$ cat config.mk
export PLATFORM = sky130hd
export DESIGN_NAME = mem_stage_flat
export DESIGN_NICKNAME = d
export VERILOG_FILES = /design/src/rtl/mem_stage_if.sv /design/src/rtl/mem_stage.sv /design/src/flat_wrapper.sv
export SDC_FILE = /design/constraint.sdc
export NUM_CORES = 1
export LEC_CHECK = 0
export CORE_MARGIN = 1.5
export CORE_UTILIZATION = 38
export DETAILED_ROUTE_END_ITERATION = 6
export PLACE_DENSITY = 0.77
export RECOVER_POWER = 100
export SLEW_MARGIN = 30
export SYNTH_ARGS = -nofsm -noshare
export SYNTH_HDL_FRONTEND = slang
export SYNTH_SLANG_ARGS = --single-unit
$ cat constraint.sdc
create_clock -name clk -period 6.1 [get_ports clk]
set_input_delay 1.525 -clock clk [delete_from_list [all_inputs] [get_ports clk]]
set_output_delay 1.525 -clock clk [all_outputs]
set_load 0.02 [all_outputs]
$ cat src/rtl/mem_stage_if.sv
// Data-memory bus between the memory stage (master) and the data memory (slave).
// The master issues a request and holds it until the slave answers with ready.
interface mem_stage_if;
    logic        dmem_req;
    logic        dmem_we;
    logic [31:0] dmem_addr;
    logic [31:0] dmem_wdata;
    logic        dmem_ready;
    logic [31:0] dmem_rdata;

    modport master (
        output dmem_req,
        output dmem_we,
        output dmem_addr,
        output dmem_wdata,
        input  dmem_ready,
        input  dmem_rdata
    );

    modport slave (
        input  dmem_req,
        input  dmem_we,
        input  dmem_addr,
        input  dmem_wdata,
        output dmem_ready,
        output dmem_rdata
    );
endinterface

$ cat src/rtl/mem_stage.sv
// Memory-access stage: runs loads/stores on a variable-latency bus, stalls the
// front of the pipeline while an access is outstanding, resolves branches and
// jumps, and holds the MEM/WB register for write-back.
module mem_stage #(
    parameter int MEM_TIMEOUT = 16
) (
    input  logic        clk,
    input  logic        rst,
    input  logic [31:0] PC_number_in,
    input  logic        RegWrite_in,
    input  logic        MemWrite_in,
    input  logic        MemRead_in,
    input  logic        MemtoReg_in,
    input  logic        is_jal_in,
    input  logic        zero_in,
    input  logic [1:0]  Branch_in,
    input  logic [4:0]  Rd_in,
    input  logic [31:0] ALU_result_in,
    input  logic [31:0] PC_add_imm_in,
    input  logic [31:0] Read_data_2_in,
    mem_stage_if.master dmem,
    output logic        mem_stall,
    output logic        PC_src,
    output logic [31:0] branch_target,
    output logic        RegWrite_out,
    output logic        MemtoReg_out,
    output logic [4:0]  Rd_out,
    output logic [31:0] Read_data_out,
    output logic [31:0] ALU_result_out,
    output logic        mem_fault,
    output logic [31:0] fault_addr
);

    localparam int CW = $clog2(MEM_TIMEOUT + 1);

    typedef enum logic {IDLE, WAIT} state_t;

    state_t      state_q;
    logic [CW-1:0] waitCount_q;
    logic        heldWe_q;
    logic [31:0] heldAddr_q;
    logic [31:0] heldWdata_q;

    logic        regWrite_q;
    logic        memtoReg_q;
    logic [4:0]  rd_q;
    logic [31:0] readData_q;
    logic [31:0] aluResult_q;
    logic        memFault_q;
    logic [31:0] faultAddr_q;

    logic        isAccess;
    logic        misaligned;
    logic        timeout;
    logic        busReq;
    logic        busWe;
    logic [31:0] busAddr;
    logic [31:0] busWdata;
    logic        fault;
    logic        loadDone;
    logic [31:0] readData_d;
    logic [31:0] aluResult_d;

    // Bus drive, stall, fault detection: fresh from EX/MEM in IDLE, replayed from the held copy in WAIT.
    always_comb begin
        isAccess    = MemRead_in | MemWrite_in;
        misaligned  = (state_q == IDLE) & isAccess & (ALU_result_in[1:0] != 2'b00);
        busReq      = 1'b0;
        busWe       = MemWrite_in;
        busAddr     = ALU_result_in;
        busWdata    = Read_data_2_in;
        if (state_q == IDLE) begin
            busReq = isAccess & ~misaligned;
        end else begin
            busReq   = 1'b1;
            busWe    = heldWe_q;
            busAddr  = heldAddr_q;
            busWdata = heldWdata_q;
        end
        busReq      = busReq & ~rst;
        timeout     = (state_q == WAIT) & ~dmem.dmem_ready &
                      (waitCount_q == CW'(MEM_TIMEOUT - 1));
        mem_stall   = busReq & ~dmem.dmem_ready & ~timeout;
        fault       = misaligned | timeout;
        loadDone    = busReq & dmem.dmem_ready & ~busWe;
        readData_d  = loadDone ? dmem.dmem_rdata : 32'h0;
        aluResult_d = is_jal_in ? (PC_number_in + 32'd4) : ALU_result_in;
    end

    // Access FSM with wait counter, plus the MEM/WB register and the fault record.
    always_ff @(posedge clk or posedge rst) begin
        if (rst) begin
            state_q     <= IDLE;
            waitCount_q <= '0;
            heldWe_q    <= 1'b0;
            heldAddr_q  <= 32'h0;
            heldWdata_q <= 32'h0;
            regWrite_q  <= 1'b0;
            memtoReg_q  <= 1'b0;
            rd_q        <= 5'd0;
            readData_q  <= 32'h0;
            aluResult_q <= 32'h0;
            memFault_q  <= 1'b0;
            faultAddr_q <= 32'h0;
        end else begin
            case (state_q)
                IDLE: begin
                    if (busReq & ~dmem.dmem_ready) begin
                        state_q     <= WAIT;
                        waitCount_q <= CW'(1);
                        heldWe_q    <= busWe;
                        heldAddr_q  <= busAddr;
                        heldWdata_q <= busWdata;
                    end
                end
                WAIT: begin
                    if (dmem.dmem_ready | timeout) begin
                        state_q     <= IDLE;
                        waitCount_q <= '0;
                    end else begin
                        waitCount_q <= waitCount_q + CW'(1);
                    end
                end
                default: begin
                    state_q     <= IDLE;
                    waitCount_q <= '0;
                end
            endcase

            if (mem_stall) begin
                regWrite_q <= 1'b0;
                memtoReg_q <= 1'b0;
                rd_q       <= 5'd0;
            end else begin
                regWrite_q  <= RegWrite_in & ~fault;
                memtoReg_q  <= MemtoReg_in;
                rd_q        <= Rd_in;
                readData_q  <= readData_d;
                aluResult_q <= aluResult_d;
            end

            memFault_q <= fault;
            if (fault) begin
                faultAddr_q <= busAddr;
            end
        end
    end

    assign dmem.dmem_req   = busReq;
    assign dmem.dmem_we    = busWe;
    assign dmem.dmem_addr  = busAddr;
    assign dmem.dmem_wdata = busWdata;

    assign PC_src = is_jal_in | ((Branch_in == 2'b01) & zero_in) |
                    ((Branch_in == 2'b10) & ~zero_in) | (Branch_in == 2'b11);
    assign branch_target = PC_add_imm_in;

    assign RegWrite_out   = regWrite_q;
    assign MemtoReg_out   = memtoReg_q;
    assign Rd_out         = rd_q;
    assign Read_data_out  = readData_q;
    assign ALU_result_out = aluResult_q;
    assign mem_fault      = memFault_q;
    assign fault_addr     = faultAddr_q;

endmodule
$ cat src/flat_wrapper.sv
// flat-port wrapper written by rule: the top's interface ports become plain ports
module mem_stage_flat 
#(
    parameter int MEM_TIMEOUT = 16
)
  (clk, rst, PC_number_in, RegWrite_in, MemWrite_in, MemRead_in, MemtoReg_in, is_jal_in, zero_in, Branch_in, Rd_in, ALU_result_in, PC_add_imm_in, Read_data_2_in, mem_stall, PC_src, branch_target, RegWrite_out, MemtoReg_out, Rd_out, Read_data_out, ALU_result_out, mem_fault, fault_addr, dmem_dmem_req, dmem_dmem_we, dmem_dmem_addr, dmem_dmem_wdata, dmem_dmem_ready, dmem_dmem_rdata);
  mem_stage_if dmem_i ();
  input  logic clk;
  input  logic rst;
  input  logic [31:0] PC_number_in;
  input  logic RegWrite_in;
  input  logic MemWrite_in;
  input  logic MemRead_in;
  input  logic MemtoReg_in;
  input  logic is_jal_in;
  input  logic zero_in;
  input  logic [1:0] Branch_in;
  input  logic [4:0] Rd_in;
  input  logic [31:0] ALU_result_in;
  input  logic [31:0] PC_add_imm_in;
  input  logic [31:0] Read_data_2_in;
  output logic mem_stall;
  output logic PC_src;
  output logic [31:0] branch_target;
  output logic RegWrite_out;
  output logic MemtoReg_out;
  output logic [4:0] Rd_out;
  output logic [31:0] Read_data_out;
  output logic [31:0] ALU_result_out;
  output logic mem_fault;
  output logic [31:0] fault_addr;
  output wire logic [$bits(dmem_i.dmem_req)-1:0] dmem_dmem_req;
  output wire logic [$bits(dmem_i.dmem_we)-1:0] dmem_dmem_we;
  output wire logic [$bits(dmem_i.dmem_addr)-1:0] dmem_dmem_addr;
  output wire logic [$bits(dmem_i.dmem_wdata)-1:0] dmem_dmem_wdata;
  input wire logic [$bits(dmem_i.dmem_ready)-1:0] dmem_dmem_ready;
  input wire logic [$bits(dmem_i.dmem_rdata)-1:0] dmem_dmem_rdata;
  assign dmem_dmem_req = dmem_i.dmem_req;
  assign dmem_dmem_we = dmem_i.dmem_we;
  assign dmem_dmem_addr = dmem_i.dmem_addr;
  assign dmem_dmem_wdata = dmem_i.dmem_wdata;
  assign dmem_i.dmem_ready = dmem_dmem_ready;
  assign dmem_i.dmem_rdata = dmem_dmem_rdata;
  mem_stage #(.MEM_TIMEOUT(MEM_TIMEOUT)) u_core (.clk(clk), .rst(rst), .PC_number_in(PC_number_in), .RegWrite_in(RegWrite_in), .MemWrite_in(MemWrite_in), .MemRead_in(MemRead_in), .MemtoReg_in(MemtoReg_in), .is_jal_in(is_jal_in), .zero_in(zero_in), .Branch_in(Branch_in), .Rd_in(Rd_in), .ALU_result_in(ALU_result_in), .PC_add_imm_in(PC_add_imm_in), .Read_data_2_in(Read_data_2_in), .dmem(dmem_i), .mem_stall(mem_stall), .PC_src(PC_src), .branch_target(branch_target), .RegWrite_out(RegWrite_out), .MemtoReg_out(MemtoReg_out), .Rd_out(Rd_out), .Read_data_out(Read_data_out), .ALU_result_out(ALU_result_out), .mem_fault(mem_fault), .fault_addr(fault_addr));
endmodule
# After elaboration in Yosys (flattened, before gate mapping)
# Cells that the tools add are included.
classes:
  add_sub_neg: 2
  mul: 0
  div: 0
  magnitude_cmp: 0
  eq_ne: 5
  n_shift: 0
  muxes: 15
  bitwise: 27
  reduce_logical: 2
op_table:
  columns: ["op", "count"]
  rows:
  - ["32-bit two-way mux", 4]
  - ["32-bit by 3-bit adder with 32-bit output, second input constant", 1]
  - ["5-bit two-way mux", 3]
  - ["1-bit bitwise AND", 13]
  - ["5-bit one-hot mux with 2 select lines", 1]
  - ["1-bit NOT", 8]
  - ["1-bit two-way mux", 6]
  - ["1-bit OR", 6]
  - ["5-bit by 1-bit adder with 5-bit output, second input constant", 1]
  - ["5-bit by 4-bit == test with 1-bit output, second input constant", 1]
  - ["2-bit == test, second input constant", 2]
  - ["2-bit by 1-bit == test with 1-bit output, second input constant", 1]
  - ["2-bit != test, second input constant", 1]
  - ["1-bit one-hot mux with 2 select lines", 1]
  - ["2-bit AND reduction", 1]
  - ["2-bit nonzero test", 1]
totals:
  register_bits: 175
  latch_bits: 0
  ram_bits: 0
  romBits: 0
  input_bits: 176
  output_inout_bits: 204
  wordCells: 63
  memories: 0

# Logic depth before layout (Yosys ltp)
# Gate-level depths: netlist of run 1.
logic_depth:
  word_depth: 10
  ltp_mapped: 8
  ltp_nobuf: 7

# Worst setup path after synthesis of run 1
# No wires, ideal clock.
synth_path:
  path_type: "input port to output port"
  start: "in ALU_result_in[1]"
  end: "out mem_stall"
  arrival_ns: 2.662
  t_required_ns: 4.575
  slack_ns: 1.913
  cell_stages: 5
  n_path_buf: 2
  cell_sequence: "nor2_1 a21oi_1 a2111oi_0 buf_2 buf_2"
synth_between:
  elab_chain_len: 8
synth_lines:
  columns: ["item", "line_no", "rtl"]
  rows:
  - ["start: declaration", "flat_wrapper.sv:19", "input logic [31:0] ALU_result_in;"]
  - ["2-bit nonzero test", "mem_stage.sv:67", "misaligned = (state_q == IDLE) & isAccess & (ALU_result_in[1:0] != 2'b00);"]
  - ["1-bit bitwise AND", "mem_stage.sv:67", null]
  - ["1-bit NOT", "mem_stage.sv:73", "busReq = isAccess & ~misaligned;"]
  - ["1-bit bitwise AND", "mem_stage.sv:73", null]
  - ["1-bit two-way mux", "mem_stage.sv:72", "if (state_q == IDLE) begin"]
  - ["1-bit bitwise AND", "mem_stage.sv:80", "busReq = busReq & ~rst;"]
  - ["1-bit bitwise AND (2 in series)", "mem_stage.sv:83", "mem_stall = busReq & ~dmem.dmem_ready & ~timeout;"]
  - ["end: declaration", "flat_wrapper.sv:22", "output logic mem_stall;"]
# Every way passes these cells.

# Worst setup path after layout of run 1
layout_path:
  start: "in MemWrite_in"
  end: "out mem_stall"
layout_between:
  elab_chain_len: 9
layout_lines:
  columns: ["item", "line_no", "rtl"]
  rows:
  - ["start: declaration", "flat_wrapper.sv:12", "input logic MemWrite_in;"]
  - ["1-bit OR (*)", "mem_stage.sv:66", "isAccess = MemRead_in | MemWrite_in;"]
  - ["1-bit bitwise AND (2 in series)", "mem_stage.sv:67", null]
  - ["1-bit NOT", "mem_stage.sv:73", null]
  - ["1-bit bitwise AND (*)", "mem_stage.sv:73", null]
  - ["1-bit two-way mux (*)", "mem_stage.sv:72", null]
  - ["1-bit bitwise AND (*)", "mem_stage.sv:80", null]
  - ["1-bit bitwise AND (*) (2 in series)", "mem_stage.sv:83", null]
# Every way passes the cells marked *; elsewhere a longest branch is shown, timed or not.

==> impl_results.md, run 1 <==
- Status: complete, but fails checks
- Failing checks: max-capacitance violations, max-slew violations
- Max IR drop VDD: 0.1609 mV
- DRT antenna net count: 0
- Adder-Cell Fraction of Synth Area: 0.4445%
- Synthesis-to-finish area growth: 44.41%
- Die height: 152.1 um
- RSZ-0062 raised after global routing: no
- Pre-CTS WS: 703.3 ps
- CP Data Arrival Time: 4070 ps
- Hold_sp: u_core.ALU_result_out[13]
- Slew headroom: -57.75%
- Largest family of logic cells by synthesized area: multiplexers
- Via count: 6729
- Fmax: 178.6 MHz
- Final slew viol count: 228
- Netlist Area Pre-Place: 8444 um2
- Setup TNS: 0 ps
- Worst reg2reg path depth: 4
- Hold Crit Endpoint: u_core.ALU_result_out[13]
- Resized cells post-CTS: 0
- CP startpoint: MemWrite_in
- Hold WS: 477.5 ps
- Syn Inst Count: 722
- Post-layout util: 55.88%
- CTS max path bufs: 2
- Routed len/inst: 19.51 um
- Post-DP HPWL: 18.60 mm
- Vias in the first global route: 6809
- Worst-path clk slew: 70 ps
- Total GRT Usage: 21.99%
- Hold Crit Class: reg2reg
- Final hold vios: 0
- Initial DRC count: 281
- Hold-fix buffers, CTS: 0
- GPL Wtd Cong: 0.8022
- Layout cells sized above 1: 16.30%
- Syn nets: 901
- Synth Register Bits: 175
- FP Rows: 54
- Router iterations before antenna repair: 4
- Area share of xor/xnor cells in the synthesized design: 2.074%
- Maxcap violations: 4
- Postcts setup bufs: 0
- Final Net Count: 1172
- Max FO, Critical Path: 7
- Yosys warnings: 0
- Final period utilization: 91.80%
- Crit Path Class: in2out
- Starting Density: 38.69%
- Synth cell types: 48
- Core area: 21820 um2
- Total die area: 23130 um2
- H-tree levels: 4
- Grt total ovfl: 0
- Setup Skew: 10.29 ps
- P_leak: 5.151 nW
- Clk_lat worst skew: 430 ps
- WL final: 25.12 mm
- Largest net degree at the start of global routing: 93
- CTS root buffer: clkbuf_16
- DRC violations left: 0
- Avg Cell Area, Syn: 11.70 um2
- Number of enable flip-flop cells after synthesis: 0
- Simple-gate portion of the synthesized area: 10.21%
- Num CTS Buffers: 17
- Critical Path Max Stage Delay: 780 ps
- Initial antenna violation count: 1
- Critical Path Source Type: input port
- Sink Count: 175
- CP max stage cell: dlygate4sd3_1
- Slew @ Worst Pin: 2366 ps
- Final setup margin: 500.1 ps
- Minimum clock period: 5600 ps
- Post-synthesis mux area share: 20.86%
- Required @ worst endpoint: 4580 ps
- CP cell instances: dlygate4sd3_1 > or2_0 > a21oi_1 > a2111oi_2 > dlygate4sd3_1
- Vias per inst: 5.228
- Complex-gate fraction of the synthesized area: 9.009%
- Crit. End Element: output port
- Ys flop type: dfrtp_1
- CTS tree: built
- Asr flop ratio synth: 100.0%
- Worst r2r dst: u_core.heldAddr_q[4]
- Reg-to-Reg Start: u_core.state_q
- Worst hold path depth: 2
- First-pass GRT wire length: 39.60 mm
- Pwr per Cell Area: 286.3 nW/um2
- Sequential element share of the synthesized area: 51.86%
- Port bufs: 315
- IO Count: 380
- Setup-failing EPs final: 0
- Die width: 152.1 um
- Most used cell, CP: dlygate4sd3_1
- R2r setup slk: 1910 ps
## Yosys cell counts, drive strengths merged, types with 2 or more instances
cell    instances  share of area, %
o21ai          42               2.5
or3             2              0.15
a22o           34               3.5
nor3            8              0.47
dfrtp         175                52
mux2          136                18
nand2          51               2.3
and3            5              0.37
xor2           14               1.5
buf            51               3.9
and4            2              0.21
nand2b          5              0.37
inv            15              0.67
o22ai           3              0.22
ha              3              0.44
a31oi           2              0.15
nor4           10              0.89
and2            2              0.15
o31ai           7              0.62
nand4          13               1.0
or4             6              0.58
clkbuf         22              0.98
mux2i          23               2.7
nor2           28               1.2
nor2b           7              0.52
xnor2           6              0.62
nand3b          2              0.18
o221ai          4              0.41
nand3          19               1.3
a21oi          14              0.83
a31o            4              0.41
## critical path: cells and delay by family
kind,cells,cell delay [ps]
AO/OA/AOI/OAI,2,990
AND/OR/NAND/NOR,1,220
buffers and inverters,2,1340
## layout make-up
cell class	count	area [um2]
Clock buffer	19	452.9
Timing Repair Buffer	325	3202
Inverter	15	57.56
Clock inverter	13	141.4
Sequential cell	175	4379
Fill cell	1848	9629
Antenna cell	1	2.502
Tap cell	280	350.3
Multi-Input combinational cell	459	3608
## metrics by stage
stage | instances | instance area, um2 | total power, W
2_1_floorplan | 722 | 8448 | 0.002018
3_3_place_gp | 1254 | 11650 | 0.002415
3_5_place_dp | 1254 | 11650 | 0.002446
4_1_cts | 1286 | 12250 | 0.003578
5_1_grt | 1287 | 12190 | 0.003652
6_report | 1287 | 12190 | 0.003492
## kinds of logic after synthesis
kind of cell / after synthesis
buffers and inverters: 88
muxes: 159
and+or+nand+nor: 164
AOI/OAI and AO/OA: 113
xor gates and xnor gates: 20
adders and majority gates: 3
DFF: 175
## per-layer routing
metal  vias to the layer above  track usage (%)  part of all wire [%]
met5                         -                0                     0
met4                         0            6.981                   1.8
met3                        34            7.444                   7.8
met2                       267            37.43                    50
met1                      3308            26.14                    40
li1                       3120                -                     -
## report_power, final
part / internal, W / switching [W] / leakage [nW]
Combinational: 0.000455 / 0.000432 / 2.71
Clock: 0.000603 / 0.000518 / 0.285
Sequential: 0.00138 / 0.000106 / 2.16
Total: 0.00243 / 0.00106 / 5.15
## layout by cell type, fill, tap and decap left out, drive strengths merged, types with 19 or more instances in the layout
master,count
o21ai,42
mux2i,23
clkbuf,26
clkdlybuf4s50,165
a22o,34
nand2,51
nand3,19
inv,23
dlygate4sd3,149
dfrtp,175
mux2,136
nor2,28
## worst max path at each step
stage                 to
2_1_floorplan  mem_stall
3_3_place_gp   mem_stall
3_5_place_dp   mem_stall
4_1_cts        mem_stall
5_1_grt        mem_stall
6_report       mem_stall
## state kept, by name (all words and copies together), names as in the netlist, 5 cells and up
register and count:
u_core.waitCount_q 5, u_core.Rd_out 5, u_core.heldAddr_q 32, u_core.fault_addr 32
u_core.Read_data_out 32, u_core.heldWdata_q 32, u_core.ALU_result_out 32
Note: power is estimated with default switching activity, not from simulation.
==> run 2, diff against run 1 <==
--- a/config.mk
+++ b/config.mk
@@ -10,7 +10,6 @@
 export DETAILED_ROUTE_END_ITERATION = 6
 export PLACE_DENSITY = 0.77
 export RECOVER_POWER = 100
-export SLEW_MARGIN = 30
 export SYNTH_ARGS = -nofsm -noshare
 export SYNTH_HDL_FRONTEND = slang
 export SYNTH_SLANG_ARGS = --single-unit
==> impl_results.md, run 2 (synthesized netlist as in run 1, its figures left out) <==
- Max FO, Critical Path: 7 (unchanged)
- Post-DP HPWL: 18.60 mm (unchanged)
- WL final: 25.11 mm (about the same)
- Synthesis-to-finish area growth: 44.41% (unchanged)
- Total die area: 23130 um2 (unchanged)
- CTS max path bufs: 2 (unchanged)
- Die height: 152.1 um (unchanged)
- CTS root buffer: clkbuf_16
- Setup TNS: 0 ps (unchanged)
- Initial DRC count: 280 (-0.36%)
- First-pass GRT wire length: 39.60 mm (unchanged)
- Most frequent cells in the layout: dfrtp_1 (175), clkdlybuf4s50_1 (165), dlygate4sd3_1 (149), mux2_2 (113), nand2_1 (51)
- Final Net Count: 1172 (unchanged)
- Vias in the first global route: 6809 (unchanged)
- Fmax: 178.0 MHz (-0.31%)
- Hold Crit Class: reg2reg
- IO Count: 380 (unchanged)
- CP Data Arrival Time: 4090 ps (+20 ps)
- Hold-fix buffers, CTS: 0 (unchanged)
- Grt total ovfl: 0 (unchanged)
- Core area: 21820 um2 (unchanged)
- Clk_lat worst skew: 430 ps (about the same)
- Resized cells post-CTS: 0 (unchanged)
- Setup Skew: 9.793 ps (-0.4953 ps)
- FP Rows: 54 (unchanged)
- Total GRT Usage: 21.99% (unchanged)
- GPL Wtd Cong: 0.8022 (unchanged)
- Layout cells sized above 1: 16.30% (unchanged)
- Minimum clock period: 5617 ps (+17.59 ps)
- Via count: 6705 (-0.36%)
- H-tree levels: 4 (unchanged)
- Slew headroom: -56.79% (+0.96 points)
- Reg-to-Reg Start: u_core.state_q
- Setup-failing EPs final: 0 (unchanged)
- Final slew viol count: 228 (unchanged)
- Final period utilization: 92.09% (+0.29 points)
- Die width: 152.1 um (unchanged)
- Sink Count: 175 (unchanged)
- Initial antenna violation count: 1 (unchanged)
- Failing checks: max-capacitance violations, max-slew violations
- Worst-path clk slew: 70 ps (about the same)
- Starting Density: 38.69% (unchanged)
- DRT antenna net count: 0 (unchanged)
- CP startpoint: MemWrite_in
- Finished Layout Cells: 1287 (unchanged)
- Port bufs: 315 (unchanged)
- Router iterations before antenna repair: 4 (unchanged)
- RSZ-0062 raised after global routing: no
- P_leak: 5.151 nW (unchanged)
- Routed len/inst: 19.51 um (about the same)
- CTS tree: built
- Critical Path Source Type: input port
- Maxcap violations: 4 (unchanged)
- Num CTS Buffers: 17 (unchanged)
- Commonest non-fill, non-tap cell in the layout: dfrtp_1
- Final hold vios: 0 (unchanged)
- Slew @ Worst Pin: 2352 ps (-14.42 ps)
- Crit Path Class: in2out
- Postcts setup bufs: 0 (unchanged)
- Pwr per Cell Area: 286.4 nW/um2 (about the same)
- Crit. End Element: output port
- DRC violations left: 0 (unchanged)
- Largest net degree at the start of global routing: 93 (unchanged)
- Status: complete, but fails checks
- Vias per inst: 5.210 (-0.36%)
- Placed Cells: 1254 (unchanged)
- Max IR drop VDD: 0.1605 mV (-0.27%)
- Hold_sp: u_core.ALU_result_out[13]
- Required @ worst endpoint: 4580 ps (about the same)
-- run 2: area by class of cell --
cell class | count | area (um2)
fill | 1850 | 9629
sequential | 175 | 4379
multi-input combinational | 459 | 3608
timing repair buffer | 325 | 3202
clock buffer | 19 | 452.9
tap | 280 | 350.3
clock inverter | 13 | 141.4
inverter | 15 | 57.56
antenna | 1 | 2.502
-- run 2: final timing paths --
| check | endpoint | slack (ps) | depth (start not counted) |
|---|---|---|---|
| max | mem_stall | 480 | 5 |
| min | u_core.ALU_result_out[13] | 480 | 2 |
| max reg2reg | u_core.heldAddr_q[4] | 1890 | 4 |
| min reg2reg | u_core.ALU_result_out[13] | 480 | 2 |
| max in group asynchronous | u_core.ALU_result_out[15] | 1200 | 3 |
| min in group asynchronous | u_core.heldAddr_q[29] | 2030 | 2 |
-- run 2: power breakdown --
group / switching, W / internal, W
combinational: 0.000432 / 0.000455
sequential: 0.000107 / 0.00138
clock: 0.000519 / 0.000603
-- run 2: worst max-delay path, stage by stage --
cell	delay (ps)
dlygate4sd3_1	560
or2_0	230
a21oi_1	240
a2111oi_2	760
dlygate4sd3_1	780
-- run 2: metal layers --
metal	track usage, %	part of all wire, %
met1	26.14	40
met5	0	0
met2	37.43	50
met4	6.981	1.7
met3	7.444	8.0
-- run 2: stage by stage --
stage          hold slack [ps]  util (%)  setup WS, ps  cell area [um2]  total power (W)
6_report                 476.4     55.88         482.6            12190         0.003492
5_1_grt                  504.2     55.88         360.8            12190         0.003652
4_1_cts                  484.7     56.12         676.3            12250         0.003578
3_5_place_dp             468.5     53.40         703.3            11650         0.002446
3_3_place_gp             461.2     53.40         693.4            11650         0.002415
2_1_floorplan            447.4         -          1913             8448         0.002018
